[src/rtl/logic_gate_arbiter_pkg.sv]
`default_nettype none
// ============================================================================
//  Module      : logic_gate_arbiter_pkg
//  Description : Shared types and constants for the two-requester arbiter
//                that time-shares one external logic-gate unit.
//  Revision    : 1.0  initial release
// ============================================================================
package logic_gate_arbiter_pkg;

  // Width of the settle counter; holds SETTLE_CYCLES-1 for SETTLE_CYCLES up to 15.
  localparam int unsigned SETTLE_W = 4;

  // Gate select codes presented by requesters and driven to the shared unit.
  localparam logic [2:0] GATE_AND     = 3'b000;
  localparam logic [2:0] GATE_OR      = 3'b001;
  localparam logic [2:0] GATE_NOT     = 3'b010;
  localparam logic [2:0] GATE_NAND    = 3'b011;
  localparam logic [2:0] GATE_NOR     = 3'b100;
  localparam logic [2:0] GATE_XOR     = 3'b101;
  localparam logic [2:0] GATE_XNOR    = 3'b110;
  localparam logic [2:0] GATE_ILLEGAL = 3'b111;

  // Operation sequencer states.
  typedef enum logic [1:0] {
    IDLE    = 2'd0,
    DRIVE   = 2'd1,
    CAPTURE = 2'd2,
    RESP    = 2'd3
  } state_t;

endpackage : logic_gate_arbiter_pkg
`default_nettype wire

[src/rtl/logic_gate_arbiter_if.sv]
`default_nettype none
// ============================================================================
//  Module      : logic_gate_arbiter_if
//  Description : Request/response handshakes for both requesters plus the
//                connection to the shared logic-gate unit.
//  Revision    : 1.0  initial release
// ============================================================================
interface logic_gate_arbiter_if;

  logic       req0_valid;
  logic       req0_ready;
  logic       req0_a;
  logic       req0_b;
  logic [2:0] req0_gate;
  logic       req1_valid;
  logic       req1_ready;
  logic       req1_a;
  logic       req1_b;
  logic [2:0] req1_gate;

  logic       resp0_valid;
  logic       resp0_ready;
  logic       resp0_o;
  logic       resp0_err;
  logic       resp1_valid;
  logic       resp1_ready;
  logic       resp1_o;
  logic       resp1_err;

  logic       gate_a;
  logic       gate_b;
  logic [2:0] gate_type;
  logic       gate_o;

  logic       busy;

  // Arbiter side.
  modport slave (
    input  req0_valid, req0_a, req0_b, req0_gate,
    input  req1_valid, req1_a, req1_b, req1_gate,
    output req0_ready, req1_ready,
    output resp0_valid, resp0_o, resp0_err,
    output resp1_valid, resp1_o, resp1_err,
    input  resp0_ready, resp1_ready,
    output gate_a, gate_b, gate_type,
    input  gate_o,
    output busy
  );

  // Requester / environment side.
  modport master (
    output req0_valid, req0_a, req0_b, req0_gate,
    output req1_valid, req1_a, req1_b, req1_gate,
    input  req0_ready, req1_ready,
    input  resp0_valid, resp0_o, resp0_err,
    input  resp1_valid, resp1_o, resp1_err,
    output resp0_ready, resp1_ready,
    input  gate_a, gate_b, gate_type,
    output gate_o,
    input  busy
  );

endinterface : logic_gate_arbiter_if
`default_nettype wire

[src/rtl/logic_gate_arbiter_rr_arbiter2.sv]
`default_nettype none
// ============================================================================
//  Module      : rr_arbiter2
//  Description : Two-way round-robin grant. A lone requester always wins;
//                under contention the requester not granted last time wins.
//  Revision    : 1.0  initial release
// ============================================================================
module rr_arbiter2 (
  input  wire logic [1:0] valid,
  input  wire logic       last_grant,
  output logic            grant
);

  // Purely combinational pick; with no requester the value is don't-care, 0 is used.
  always_comb begin
    grant = 1'b0;
    unique case (valid)
      2'b01:   grant = 1'b0;
      2'b10:   grant = 1'b1;
      2'b11:   grant = ~last_grant;
      default: grant = 1'b0;
    endcase
  end

endmodule : rr_arbiter2
`default_nettype wire

[src/rtl/logic_gate_arbiter.sv]
`default_nettype none
// ============================================================================
//  Module      : logic_gate_arbiter
//  Description : Shares one combinational logic-gate unit between two
//                requesters. Accepts one operation at a time, holds the
//                operands on the unit for SETTLE_CYCLES, captures the result
//                and returns it to the winning requester with backpressure.
//  Revision    : 1.0  initial release
// ============================================================================
module logic_gate_arbiter
  import logic_gate_arbiter_pkg::*;
#(
  parameter int unsigned SETTLE_CYCLES = 1
) (
  input  wire logic            clk,
  input  wire logic            rst,
  logic_gate_arbiter_if.slave  bus
);

  localparam logic [SETTLE_W-1:0] c_cnt_load = SETTLE_W'(SETTLE_CYCLES - 1);
  localparam logic [SETTLE_W-1:0] c_cnt_one  = SETTLE_W'(1);

  state_t              state_q, state_d;
  logic                grant_q, grant_d;
  logic                last_grant_q, last_grant_d;
  logic [SETTLE_W-1:0] cnt_q, cnt_d;
  logic                a_q, a_d;
  logic                b_q, b_d;
  logic [2:0]          gate_q, gate_d;
  logic                result_q, result_d;
  logic                err_q, err_d;

  logic                w_arb_grant;
  logic                w_req0_ready;
  logic                w_req1_ready;
  logic                w_winner_resp_ready;

  rr_arbiter2 u_rr_arbiter2 (
    .valid      ({bus.req1_valid, bus.req0_valid}),
    .last_grant (last_grant_q),
    .grant      (w_arb_grant)
  );

  assign w_winner_resp_ready = grant_q ? bus.resp1_ready : bus.resp0_ready;

  // Next-state, operand latching and handshake generation for the sequencer.
  always_comb begin
    state_d      = state_q;
    grant_d      = grant_q;
    last_grant_d = last_grant_q;
    cnt_d        = cnt_q;
    a_d          = a_q;
    b_d          = b_q;
    gate_d       = gate_q;
    result_d     = result_q;
    err_d        = err_q;
    w_req0_ready = 1'b0;
    w_req1_ready = 1'b0;

    unique case (state_q)
      IDLE: begin
        w_req0_ready = bus.req0_valid && (w_arb_grant == 1'b0);
        w_req1_ready = bus.req1_valid && (w_arb_grant == 1'b1);
        if (w_req0_ready || w_req1_ready) begin
          grant_d      = w_arb_grant;
          last_grant_d = w_arb_grant;
          a_d          = w_arb_grant ? bus.req1_a    : bus.req0_a;
          b_d          = w_arb_grant ? bus.req1_b    : bus.req0_b;
          gate_d       = w_arb_grant ? bus.req1_gate : bus.req0_gate;
          cnt_d        = c_cnt_load;
          state_d      = DRIVE;
        end
      end
      DRIVE: begin
        if (cnt_q == '0) begin
          state_d = CAPTURE;
        end else begin
          cnt_d = cnt_q - c_cnt_one;
        end
      end
      CAPTURE: begin
        // The illegal code never trusts the unit's output.
        if (gate_q == GATE_ILLEGAL) begin
          result_d = 1'b0;
          err_d    = 1'b1;
        end else begin
          result_d = bus.gate_o;
          err_d    = 1'b0;
        end
        state_d = RESP;
      end
      RESP: begin
        if (w_winner_resp_ready) begin
          state_d = IDLE;
        end
      end
      default: begin
        state_d = IDLE;
      end
    endcase
  end

  // State and datapath registers with synchronous reset; requester 0 wins first.
  always_ff @(posedge clk) begin
    if (rst) begin
      state_q      <= IDLE;
      grant_q      <= 1'b0;
      last_grant_q <= 1'b1;
      cnt_q        <= '0;
      a_q          <= 1'b0;
      b_q          <= 1'b0;
      gate_q       <= 3'b000;
      result_q     <= 1'b0;
      err_q        <= 1'b0;
    end else begin
      state_q      <= state_d;
      grant_q      <= grant_d;
      last_grant_q <= last_grant_d;
      cnt_q        <= cnt_d;
      a_q          <= a_d;
      b_q          <= b_d;
      gate_q       <= gate_d;
      result_q     <= result_d;
      err_q        <= err_d;
    end
  end

  // Operand registers only change on acceptance, so they naturally hold
  // their last values through IDLE and RESP.
  assign bus.gate_a      = a_q;
  assign bus.gate_b      = b_q;
  assign bus.gate_type   = gate_q;

  assign bus.req0_ready  = w_req0_ready;
  assign bus.req1_ready  = w_req1_ready;

  assign bus.resp0_valid = (state_q == RESP) && !grant_q;
  assign bus.resp1_valid = (state_q == RESP) &&  grant_q;
  assign bus.resp0_o     = bus.resp0_valid & result_q;
  assign bus.resp0_err   = bus.resp0_valid & err_q;
  assign bus.resp1_o     = bus.resp1_valid & result_q;
  assign bus.resp1_err   = bus.resp1_valid & err_q;

  assign bus.busy        = (state_q != IDLE);

endmodule : logic_gate_arbiter
`default_nettype wire
[src/flat_wrapper.sv]
// flat-port wrapper written by rule: the top's interface ports become plain ports
module logic_gate_arbiter_flat import logic_gate_arbiter_pkg::*;
#(
  parameter int unsigned SETTLE_CYCLES = 1
)
  (clk, rst, bus_req0_valid, bus_req0_a, bus_req0_b, bus_req0_gate, bus_req1_valid, bus_req1_a, bus_req1_b, bus_req1_gate, bus_req0_ready, bus_req1_ready, bus_resp0_valid, bus_resp0_o, bus_resp0_err, bus_resp1_valid, bus_resp1_o, bus_resp1_err, bus_resp0_ready, bus_resp1_ready, bus_gate_a, bus_gate_b, bus_gate_type, bus_gate_o, bus_busy);
  logic_gate_arbiter_if bus_i ();
  input  wire logic clk;
  input  wire logic rst;
  input wire logic [$bits(bus_i.req0_valid)-1:0] bus_req0_valid;
  input wire logic [$bits(bus_i.req0_a)-1:0] bus_req0_a;
  input wire logic [$bits(bus_i.req0_b)-1:0] bus_req0_b;
  input wire logic [$bits(bus_i.req0_gate)-1:0] bus_req0_gate;
  input wire logic [$bits(bus_i.req1_valid)-1:0] bus_req1_valid;
  input wire logic [$bits(bus_i.req1_a)-1:0] bus_req1_a;
  input wire logic [$bits(bus_i.req1_b)-1:0] bus_req1_b;
  input wire logic [$bits(bus_i.req1_gate)-1:0] bus_req1_gate;
  output wire logic [$bits(bus_i.req0_ready)-1:0] bus_req0_ready;
  output wire logic [$bits(bus_i.req1_ready)-1:0] bus_req1_ready;
  output wire logic [$bits(bus_i.resp0_valid)-1:0] bus_resp0_valid;
  output wire logic [$bits(bus_i.resp0_o)-1:0] bus_resp0_o;
  output wire logic [$bits(bus_i.resp0_err)-1:0] bus_resp0_err;
  output wire logic [$bits(bus_i.resp1_valid)-1:0] bus_resp1_valid;
  output wire logic [$bits(bus_i.resp1_o)-1:0] bus_resp1_o;
  output wire logic [$bits(bus_i.resp1_err)-1:0] bus_resp1_err;
  input wire logic [$bits(bus_i.resp0_ready)-1:0] bus_resp0_ready;
  input wire logic [$bits(bus_i.resp1_ready)-1:0] bus_resp1_ready;
  output wire logic [$bits(bus_i.gate_a)-1:0] bus_gate_a;
  output wire logic [$bits(bus_i.gate_b)-1:0] bus_gate_b;
  output wire logic [$bits(bus_i.gate_type)-1:0] bus_gate_type;
  input wire logic [$bits(bus_i.gate_o)-1:0] bus_gate_o;
  output wire logic [$bits(bus_i.busy)-1:0] bus_busy;
  assign bus_i.req0_valid = bus_req0_valid;
  assign bus_i.req0_a = bus_req0_a;
  assign bus_i.req0_b = bus_req0_b;
  assign bus_i.req0_gate = bus_req0_gate;
  assign bus_i.req1_valid = bus_req1_valid;
  assign bus_i.req1_a = bus_req1_a;
  assign bus_i.req1_b = bus_req1_b;
  assign bus_i.req1_gate = bus_req1_gate;
  assign bus_req0_ready = bus_i.req0_ready;
  assign bus_req1_ready = bus_i.req1_ready;
  assign bus_resp0_valid = bus_i.resp0_valid;
  assign bus_resp0_o = bus_i.resp0_o;
  assign bus_resp0_err = bus_i.resp0_err;
  assign bus_resp1_valid = bus_i.resp1_valid;
  assign bus_resp1_o = bus_i.resp1_o;
  assign bus_resp1_err = bus_i.resp1_err;
  assign bus_i.resp0_ready = bus_resp0_ready;
  assign bus_i.resp1_ready = bus_resp1_ready;
  assign bus_gate_a = bus_i.gate_a;
  assign bus_gate_b = bus_i.gate_b;
  assign bus_gate_type = bus_i.gate_type;
  assign bus_i.gate_o = bus_gate_o;
  assign bus_busy = bus_i.busy;
  logic_gate_arbiter #(.SETTLE_CYCLES(SETTLE_CYCLES)) u_core (.clk(clk), .rst(rst), .bus(bus_i));
endmodule
[config.mk]
export PLATFORM = sky130hd
export DESIGN_NAME = logic_gate_arbiter_flat
export DESIGN_NICKNAME = d
export VERILOG_FILES = /design/src/rtl/logic_gate_arbiter_pkg.sv /design/src/rtl/logic_gate_arbiter_if.sv /design/src/rtl/logic_gate_arbiter_rr_arbiter2.sv /design/src/rtl/logic_gate_arbiter.sv /design/src/flat_wrapper.sv
export SDC_FILE = /design/constraint.sdc
export NUM_CORES = 1
export LEC_CHECK = 0
export BUFFER_PORTS_ARGS = -buffer_cell sky130_fd_sc_hd__clkbuf_2
export CAP_MARGIN = 0
export CORE_AREA = 2 2 49 51
export CTS_BUF_LIST = sky130_fd_sc_hd__clkbuf_4 sky130_fd_sc_hd__clkbuf_8
export DETAILED_ROUTE_END_ITERATION = 6
export DIE_AREA = 0 0 51 53
export PLACE_DENSITY = 0.65
export SETUP_SLACK_MARGIN = 0.1
export SLEW_MARGIN = 10
export SYNTH_ARGS = -nofsm -noshare
export SYNTH_HDL_FRONTEND = slang
export SYNTH_SLANG_ARGS = --single-unit
[constraint.sdc]
create_clock -name clk -period 4.85 [get_ports clk]
set_clock_uncertainty 0.2 [all_clocks]
set_input_delay 0.97 -clock clk [delete_from_list [all_inputs] [get_ports clk]]
set_output_delay 0.97 -clock clk [all_outputs]
set_load 0.01 [all_outputs]
## Word level (Yosys, flattened, before mapping)

Index checks and enable logic that the tools add are counted.

- Bits of input ports: 17
- Register bits: 15
- Word-level logic and storage cells: 55
- Output and inout bits: 14

- $add $sub $neg: 1
- Mux-type cells: 16
- Reduce and logical (&&, ||, !) cells: 13
- Equality and inequality tests: 10
- Bitwise operators: 6

Operators by type and width:

| kind | number |
|---|---|
| 2-bit == test (second input constant) | 4 |
| 4-bit 2-to-1 mux | 2 |
| 2-bit case mux with 4 select lines | 1 |
| 4-bit case mux with 2 select lines | 1 |
| 1-bit 2-to-1 mux | 7 |
| 2-bit 2-to-1 mux | 3 |
| 2-bit by 1-bit != test with 1-bit output (second input constant) | 3 |
| 3-bit AND reduction | 2 |
| 1-bit AND | 4 |
| 1-bit logical AND | 4 |
| 4-bit zero test | 1 |
| 2-bit nonzero test | 2 |
| 4-bit by 1-bit subtractor with 4-bit output (second input constant) | 1 |
| 3-bit == test (second input constant) | 1 |
| 3-bit 2-to-1 mux | 1 |
| 2-bit by 1-bit == test with 1-bit output (second input constant) | 1 |
| 2-bit zero test | 1 |
| 2-bit != test (second input constant) | 1 |
| 1-bit inverter | 2 |
| 1-bit case mux with 2 select lines | 1 |
| 2-bit AND reduction | 1 |
| 1-bit zero test | 1 |
| 1-bit logical OR | 1 |

## Longest topological paths before layout

- Depth after elaboration: 7
- Depth in mapped cells: 6
- Mapped depth without buffers: 6

## By module

A second synthesis with hierarchy kept.

- Cells, all modules: 98
- Area total of the unflattened synthesis: 890.9 µm²

By module, submodules not included:

| module | cells an instance | area each (µm²) | times used | seq. area each (µm²) |
|---|---|---|---|---|
| logic_gate_arbiter | 97 | 879.6 | 1 | 300.3 |
| rr_arbiter2 | 1 | 11.3 | 1 | 0.0 |

## Worst setup path before layout

No wires, ideal clock.

- Kind: in2out
- From: input bus_req1_valid
- To: output bus_req1_ready
- Buffers on the path: 0
- Arrival: 1,510 ps
- Path slack: 2,170 ps
- Cell stages on the path: 3
- Data required time: 3,680 ps
- Cells stage by stage: a21boi_2 -> nand2_1 -> inv_1

- Longest elaborated chain between the ends: 4
- Elaborated cells on any way between the ends: 5

Ends and longest elaborated chain:

| item | RTL line | source |
|---|---|---|
| from (decl) | flat_wrapper.sv:14 | `input wire logic [$bits(bus_i.req1_valid)-1:0] bus_req1_valid;` |
| 2-bit == test | logic_gate_arbiter_rr_arbiter2.sv:17 | `unique case (valid)` |
| 1-bit case mux with 2 select lines | logic_gate_arbiter_rr_arbiter2.sv:17 |  |
| 1-bit logical AND (*) | logic_gate_arbiter.sv:63 | `w_req1_ready = bus.req1_valid && (w_arb_grant == 1'b1);` |
| 1-bit 2-to-1 mux (*) | logic_gate_arbiter.sv:60 | `unique case (state_q)` |
| to (decl) | flat_wrapper.sv:19 | `output wire logic [$bits(bus_i.req1_ready)-1:0] bus_req1_ready;` |

Every way passes the cells marked *; elsewhere a longest branch is shown, timed or not.

## Final worst setup path

Same ends and word-level chain as after synthesis.

==> flow_summary.ini <==
[outcome]
status = completed

[synth]
synth_edf_count = 0
yosysWarnings = 0
synth_top_cell_by_area = dfxtp_1
synthTopCellsByCount = dfxtp_1 (15), nor2_1 (12), a21oi_1 (8)
ys.flop_type = dfxtp_1
synth_area_leaders = dfxtp_1 (36%), ha_1 (8.9%), mux2i_1 (8.3%)
ys_seq_area_frac = 0.357
synthesis.area_sq_um = 841
ys_types = 27
yosysMostFrequentCell = dfxtp_1
synth-async-reset-ratio = 0
synthesis.nets = 119
synth_area_per_cell_sq_um = 8.76
syn_inst = 96
yosys.area.top_type_share = 0.357
synth_seq_cells = 15

[die]
die-area_sq_mm = 0.00270
die_w_um = 51
start_util = 0.391
fp.dieH_um = 53
core-area_sq_mm = 0.00215
rows = 17
io_pins = 31

[sta]
fmax_ghz = 0.338
setup_tns_ns = 0
fin_crit_ns = 2.96
fin_crit_sh = 0.611
slew_headroom = 0.605
tightest_slew_ns = 0.590
finalSetupViolCount = 0
rsz0062_at_grt = no
hold_viol_final = 0
whs_ns = 0.282
maxSlewViolCount = 0

[global_route]
track_usage = 0.150
grt_start_max_net_pins = 16
antenna_found_initial = 0
grt_overflow_total = 0
grt_use_met3 = 0.0395
use_met1 = 0.167
grt-busiest-layer = met2
grt_pass1_wl_um = 3010
grt_pass1_vias = 727
gr-usage-met2 = 0.262

[worst_setup_path]
cp.required_ns = 3.68
end_kind = output pin
worst_path_most_repeated_cell = clkbuf_2
crit_type = in -> out
crit_path_start_kind = primary input
cp.arrival_ns = 1.79
cp_slowest_cell = a21boi_2
path_cells = clkbuf_2 -> a21boi_2 -> nand2_1 -> inv_1 -> clkbuf_2
critPathMaxStageDelay_ns = 0.39
cp_max_fo = 7

[routing]
wl_per_cell_um = 11.2
vias = 796
dr.first_iter.drc_count = 13
firstDrtPassIters = 4
drc = 0
wl_um = 1750
ant_nets = 0
avgViaCountPerCell = 5.10

[clocking]
cts_setup_buffers = 0
clk_pin_slew_worst_paths_ns = 0.09
cts_hold_buf = 0
cts_made_buffers = 3
cts_resized = 0
cts.sinks = 15
cts_tree = built
clockBufferDepth = 2
cts-root-buf = clkbuf_4
ctsHtreeMaxLevel = 1
worstSkewPairLatency_ns = 0.28

[layout]
seq_area_sq_um = 300
final_cell_count_no_fill = 156
fillCellCount = 222
multiInputGateArea_sq_um = 503
antenna_cells = 0
nNetsFinal = 152
syn_to_final_growth_pct = 23.8
drive_gt1_frac = 0.320
post-route-util = 0.485

[place]
gp_congestion = 0.781
place_hpwl_um = 1390
dp.cells = 152
port_buffers = 30

[power_and_ir_drop]
p_per_area_mw_per_mm2 = 429
cellLeakagePower_nw = 0.476
ir_drop_v = 0.000230
power.total_mw = 0.447

[job]
maxCapViolCount = 0

[worst_hold_path]
min_path_type = reg -> reg
final cells by class:
| cell class | count | share of cell area |
|---|---|---|
| inverters | 6 | 0.0216 |
| repair buffers | 30 | 0.144 |
| clock buffers | 4 | 0.0288 |
| multi-input cells | 73 | 0.483 |
| well taps | 28 | 0.0337 |
| flip-flops and latches | 15 | 0.288 |
worst max-delay path: cells and delay by family:
family          cells  cell delay (ns)
simple gates        1             0.12
compound gates      1             0.39
buf+inv             3             0.31
cells in the final DEF (no fill, tap or decap), drive strengths merged, types with 3 or more instances in the layout:
cell type	instances
clkbuf	34
dfxtp	15
nor2	12
a21oi	8
mux2i	7
inv	6
a211oi	6
ha	6
o21ai	5
and2	4
nand3	4
or3b	3
routing by layer:
layer	part of all wire	wire (um)
met1	0.42	740
met2	0.51	894
met3	0.055	96
met4	0.012	21
met5	0	0
power by group:
part	total [mW]	internal [mW]	switching (mW)
logic	0.191	0.0795	0.112
registers	0.177	0.152	0.0252
clock network	0.0783	0.0375	0.0409
path summary, 6_finish.rpt:
check / endpoint / startpoint / cells past startpoint / slack, ns
worst max-delay path: bus_req1_ready / bus_req1_valid / 5 / 1.89
worst min-delay path: u_core.err_q / u_core.err_q / 2 / 0.28
worst max register to register: u_core.state_q[1] / u_core.cnt_q[0] / 6 / 2.74
worst min register to register: u_core.err_q / u_core.err_q / 2 / 0.28
through the flow:
step / worst slack (ns) / instance area (sq um)
floorplan: 2.17 / 841
global placement: 1.92 / 1010
detailed placement: 1.87 / 1010
CTS: 1.86 / 1040
global route: 1.80 / 1040
finish: 1.89 / 1040
cell families after synthesis:
family	after synthesis	synth area share
simple gates	37	0.246
compound gates	23	0.180
flops	15	0.357
buf+inv	8	0.0446
mux	7	0.0833
fa+ha+maj	6	0.0893
state kept, by name, summed over array words and instances, names as in the netlist:
signal                cells
u_core.bus.gate_type      3
u_core.grant_q            1
u_core.bus.gate_b         1
u_core.result_q           1
u_core.last_grant_q       1
u_core.cnt_q              4
u_core.err_q              1
u_core.bus.gate_a         1
u_core.state_q            2
No activity file was read; power rests on OpenSTA's default activity.
